File: config.mk
export PLATFORM = sky130hd
export DESIGN_NAME = mux_lut_gate_array
export DESIGN_NICKNAME = d
export VERILOG_FILES = /design/src/rtl/mux_lut_gate_array.sv
export SDC_FILE = /design/constraint.sdc
export NUM_CORES = 1
export LEC_CHECK = 0
export CAP_MARGIN = 30
export CORE_MARGIN = 3
export CORE_UTILIZATION = 30
export CTS_CLUSTER_DIAMETER = 30
export DETAILED_ROUTE_END_ITERATION = 6
export GPL_ROUTABILITY_DRIVEN = 0
export PLACE_DENSITY = 0.55
export SETUP_SLACK_MARGIN = 0.15
export SLEW_MARGIN = 20
export SYNTH_ARGS = -nofsm -noshare
export SYNTH_HDL_FRONTEND = slang
export SYNTH_SLANG_ARGS = --single-unit
File: constraint.sdc
create_clock -name clk -period 4.82 [get_ports clk]
set_input_delay 0.482 -clock clk [delete_from_list [all_inputs] [get_ports clk]]
set_output_delay 0.482 -clock clk [all_outputs]
set_load 0.005 [all_outputs]
File: src/rtl/mux_lut_gate_array.sv
// WIDTH-lane programmable 2-input gate: each lane picks one bit of a 4-bit truth table by {a, b_eff}.
// Results are queued in a DEPTH-entry FIFO with valid/ready on both sides.
module mux_lut_gate_array #(
    parameter int unsigned WIDTH = 8,
    parameter int unsigned DEPTH = 2,
    parameter int unsigned CNT_W = 16
) (
    input  logic             clk,
    input  logic             rst,
    input  logic             cfg_we,
    input  logic [3:0]       cfg_tt,
    input  logic             cfg_acc,
    input  logic             acc_clr,
    input  logic             in_valid,
    output logic             in_ready,
    input  logic [WIDTH-1:0] a,
    input  logic [WIDTH-1:0] b,
    output logic             out_valid,
    input  logic             out_ready,
    output logic [WIDTH-1:0] out_data,
    output logic [CNT_W-1:0] txn_count
);

    localparam int unsigned PTR_W = $clog2(DEPTH);
    localparam int unsigned CW    = $clog2(DEPTH + 1);

    logic [3:0]       tt_q;
    logic             acc_mode_q;
    logic [WIDTH-1:0] acc_q, acc_d;
    logic [WIDTH-1:0] b_eff, r;
    logic [WIDTH-1:0] mem_q [DEPTH];
    logic [PTR_W-1:0] wr_ptr_q, wr_ptr_d, rd_ptr_q, rd_ptr_d;
    logic [CW-1:0]    count_q, count_d;
    logic [CNT_W-1:0] txn_q, txn_d;
    logic             accept, pop;

    // Ready depends only on registered occupancy: a full buffer never accepts, even while popping.
    assign in_ready  = count_q < CW'(DEPTH);
    assign out_valid = count_q != '0;
    assign accept    = in_valid & in_ready;
    assign pop       = out_valid & out_ready;
    assign out_data  = out_valid ? mem_q[rd_ptr_q] : '0;
    assign txn_count = txn_q;

    always_comb begin
        b_eff = acc_mode_q ? acc_q : b;
        r     = '0;
        for (int unsigned i = 0; i < WIDTH; i++) begin
            r[i] = tt_q[{a[i], b_eff[i]}];
        end
    end

    always_comb begin
        wr_ptr_d = wr_ptr_q;
        rd_ptr_d = rd_ptr_q;
        count_d  = count_q;
        txn_d    = txn_q;
        acc_d    = acc_q;
        if (accept) begin
            wr_ptr_d = wr_ptr_q + PTR_W'(1);
            txn_d    = txn_q + CNT_W'(1);
            if (acc_mode_q) begin
                acc_d = r;
            end
        end
        if (pop) begin
            rd_ptr_d = rd_ptr_q + PTR_W'(1);
        end
        case ({accept, pop})
            2'b10:   count_d = count_q + CW'(1);
            2'b01:   count_d = count_q - CW'(1);
            default: count_d = count_q;
        endcase
        // Clear wins over an accumulate update at the same edge.
        if (acc_clr) begin
            acc_d = '0;
        end
    end

    always_ff @(posedge clk or posedge rst) begin
        if (rst) begin
            tt_q       <= 4'b0110;
            acc_mode_q <= 1'b0;
            acc_q      <= '0;
            wr_ptr_q   <= '0;
            rd_ptr_q   <= '0;
            count_q    <= '0;
            txn_q      <= '0;
        end else begin
            if (cfg_we) begin
                tt_q       <= cfg_tt;
                acc_mode_q <= cfg_acc;
            end
            acc_q    <= acc_d;
            wr_ptr_q <= wr_ptr_d;
            rd_ptr_q <= rd_ptr_d;
            count_q  <= count_d;
            txn_q    <= txn_d;
        end
    end

    // Storage needs no reset: out_data is gated by out_valid.
    always_ff @(posedge clk) begin
        if (accept) begin
            mem_q[wr_ptr_q] <= r;
        end
    end

endmodule

**Word level (Yosys, flattened, before mapping)**

Memories as Yosys holds them, arrays and structs flattened.
Index checks and enable logic that the tools add are counted.

- Register bits: 33
- Memory bits (writable): 16
- Input bits: 27
- Output and inout bits: 26
- Logic and storage cells: 55
- Memories: 1

Memories:

| name | words | bits a word | read ports | clocked after Yosys merged registers in | wr ports | RTL line | text |
|---|---|---|---|---|---|---|---|
| mem_q | 2 | 8 | 1 | 0 | 1 | 31 | `logic [WIDTH-1:0] mem_q [DEPTH];` |

- Add/subtract/negate cells: 5
- Magnitude comparators: 9
- Equality and inequality tests: 2
- Muxes and demuxes: 24
- Bitwise gates (word level): 2
- Reduce and logical (&&, ||, !) cells: 5

Operators by type and width:

| kind | count |
|---|---|
| two-way mux 8 bit | 5 |
| less-than comparator 2 x 3 -> 1 bit (second input constant) | 8 |
| adder 16 x 1 -> 16 bit (second input constant) | 1 |
| binary-select mux 1 bit (select 2 bit) | 8 |
| two-way mux 1 bit | 10 |
| nonzero test 2 bit | 4 |
| one-hot mux 2 bit (2 select lines) | 1 |
| adder 1 bit (second input constant) | 2 |
| adder 2 x 1 -> 2 bit (second input constant) | 1 |
| bitwise AND 1 bit | 2 |
| equality test 2 x 1 -> 1 bit (second input constant) | 1 |
| equality test 2 bit (second input constant) | 1 |
| less-than comparator 2 bit (second input constant) | 1 |
| AND reduction 2 bit | 1 |
| subtractor 2 x 1 -> 2 bit (second input constant) | 1 |

**Logic depth before layout (Yosys ltp)**

- Depth in word-level cells: 6
- Mapped depth: 7
- Mapped depth without buffers: 6

**Least setup slack after synthesis**

Ideal clock, no wire load.

- Path kind: input -> register
- From: input port in_valid
- To: memory mem_q[0][0], enable pin
- Library setup time: 0.370 ns
- Arrival time: 1.342 ns
- Required time: 4.450 ns
- Path slack: 3.108 ns
- Stages on the path: 4
- Buffers on the path: 1
- Path through: nor2b_1 clkbuf_1 inv_1 nor2_1

- Cells in the longest elaborated chain, start to end: 3

Ends and longest elaborated chain:

| item | RTL line | text |
|---|---|---|
| from (decl) | 14 | `input logic in_valid,` |
| bitwise AND 1 bit | 40 | `assign accept = in_valid & in_ready;` |
| two-way mux 1 bit | 104 | `if (accept) begin` |
| two-way mux 1 bit (implied by the code) | 105 | `mem_q[wr_ptr_q] <= r;` |
| to (decl) | 31 |  |

Every way passes these cells.

**Worst setup path after layout**

- From: input port in_valid
- To: memory mem_q[0][3], enable pin

The elaborated chain is that of the path after synthesis.

==> impl_metrics.ini <==
[clocking]
cts_tree = done
cts_inserted_buffers = 5
clockBufferDepth = 2
postCtsHoldBufs = 0
ctsResizeCount = 0
cts_setup_buffers = 0
root_buffer = clkbuf_8
htreeDepth = 2
clk_transition_reported_paths_ns = 0.09
clkSinkCount = 49
clock_latency_ns = 0.30

[cells_and_area]
areaGrowthSynthToFinish_pct = 31.2
layout_commonest_cell = clkdlybuf4s50_1
nets = 262
fin_util_pct = 41.0
diodes = 0
fill_cells = 702
drive_gt1_share_pct = 12.0
final_cell_mix = clkdlybuf4s50_1 (52), dfrtp_1 (31), nand2_1 (28), mux2i_1 (16), edfxtp_1 (16)

[routing]
dr.pass1.iters = 4
routed_wl_um = 4760
met2_length_um = 2310
routed.top_layer = met4
wl_met1_um = 2230
wl_met3_um = 169
drcViolationCount = 0
drtIter0Drc = 81
antenna_left = 0
wl_per_cell_um = 14.3
vias_per_cell = 4.50
vias = 1498

[setup_path]
endpoint_kind = register
start_kind = input pin
path_class = input pin to register
cp_data_required_time_ns = 4.75
crit_start = in_valid
worstReg2RegStart = count_q[1]$_DFFE_PP0P_
critPathArrivalTime_ns = 2.25
critPathMaxFanout = 9

[min_path]
min_path_type = register to register
hp-start = txn_count[15]$_DFFE_PP0P_

[grt]
grt_max_degree = 34
grt_pass1_vias = 1597
antenna_found_initial = 0
track_usage_pct = 11.8
grt_pass1_wl_um = 8020
overflow = 0

[power]
pwr-share-comb_pct = 32.5
leakage_uw = 0.00122
switchingPower_uw = 388
p_sw_share_pct = 30.9
p_clk_share_pct = 19.9
internal_power_uw = 869
power_frac_seq_pct = 47.7
power_density_nw_per_um2 = 419
ir_drop_v = 0.000123

[synth]
synth-compound-area-share_pct = 1.75
ys_types = 28
ys_seq_area_share_pct = 57.1
synth_mux_area_share_pct = 17.3
synth_fp_nets = 208
synth_edf_count = 16
synth_cells = 179
synth.avg_cell_area_um2 = 12.8
syn_area_um2 = 2290
yosys.area_share.adder_pct = 1.09
ys.flop_type = dfrtp_1
synthSimpleGateAreaFrac_pct = 13.1
synth_top_family_by_area = multiplexers
synth_warnings = 0
ys_seq_elements = 49
synth-xor-area-share_pct = 7.65
synth-async-reset-ratio_pct = 67.3

[timing]
worstMarginPinSlew_ns = 0.648
min_period_ns = 2.32
hold_viol = 0
skew_ns = 0.0135
rsz0062_at_grt = false
setup_violations = 0
clock.fmax_mhz = 431
min_period_over_period_pct = 48.2
relSlewSlack_pct = 56.6
finalMaxSlewViolations = 0
tns_ns = 0

[place]
io_buffer_count = 52
post-dp-hpwl_um = 3440

[die]
coreArea_um2 = 7330
io_pins = 53
die_height_um = 93.4
die_x_um = 93.4
rows = 31
start_util_pct = 31.3
dieArea_um2 = 8720

[status]
status = completed

[run]
maxCapViolations = 0
-- flip-flops by register name, indices dropped and copies added (netlist names) --
name	cells
txn_count	16
count_q	2
acc_mode_q	1
tt_q	4
wr_ptr_q	1
mem_q	16
rd_ptr_q	1
acc_q	8
-- worst max-delay path, stage by stage --
cell and delay, ns:
clkdlybuf4s50_1 0.53, nor2b_1 0.53, inv_1 0.17, nor2_1 0.54
-- through the flow --
step	setup WS, ns	total power [µW]	cell area, µm²	hold slack [ns]	cells
floorplan	3.11	811	2290	0.456	179
CTS	2.45	1280	3010	0.491	333
finish	2.50	1260	3010	0.490	333
global placement	2.23	1020	2910	0.475	325
detailed placement	2.14	1030	2910	0.472	325
global route	2.31	1350	3010	0.508	333
-- final timing paths --
check / endpoint / cells past startpoint / slack [ns]
min in group asynchronous: acc_mode_q$_DFFE_PP0P_ / 3 / 0.56
worst max register to register: mem_q[0][3]$_DFFE_PP_ / 3 / 2.84
worst min-delay path: txn_count[15]$_DFFE_PP0P_ / 1 / 0.49
worst max-delay path: mem_q[0][3]$_DFFE_PP_ / 4 / 2.50
worst min register to register: txn_count[15]$_DFFE_PP0P_ / 1 / 0.49
max in group asynchronous: tt_q[1]$_DFFE_PP1P_ / 3 / 3.92
-- power groups by stage --
stage / sequential, µW / clock [µW] / combinational [µW]
4_1_cts: 603 / 259 / 418
3_5_place_dp: 611 / 0 / 415
2_1_floorplan: 575 / 0 / 237
6_report: 600 / 250 / 408
5_1_grt: 615 / 279 / 453
3_3_place_gp: 612 / 0 / 409
-- synthesized netlist by cell type, drive strengths merged (3+ instances only) --
cell type  instances  area, µm²
nor2              15       56.3
nand2             28        105
inv                4       15.0
clkbuf             3       11.3
xor2               8       70.1
nor2b              3       18.8
buf                3       20.0
mux2               5       56.3
edfxtp            16        480
a21oi              8       40.0
nand3              4       20.0
mux4               8        180
xnor2             12        105
dfrtp             31        776
mux2i             16        160
-- layer usage --
layer | up-vias | GRT usage, %
li1 | 728 | -
met1 | 739 | 16.1
met2 | 29 | 18.5
met3 | 2 | 2.90
met4 | 0 | 3.66
met5 | - | 0
-- final cells by class --
type / instances / area [µm²] / area share, %
Clock inverter: 3 / 25.0 / 0.833
Multi-Input combinational cell: 120 / 936 / 31.1
Tap cell: 99 / 124 / 4.12
Clock buffer: 5 / 68.8 / 2.29
Inverter: 4 / 15.0 / 0.500
Sequential cell: 49 / 1310 / 43.5
Timing Repair Buffer: 53 / 528 / 17.6
-- logic make-up after synthesis --
group / Yosys count
adders and majority gates: 2
DFF: 49
xor gates and xnor gates: 20
muxes: 29
buffers and inverters: 10
AOI/OAI and AO/OA: 8
and+or+nand+nor: 61
Power figures use the tool's default switching activity.
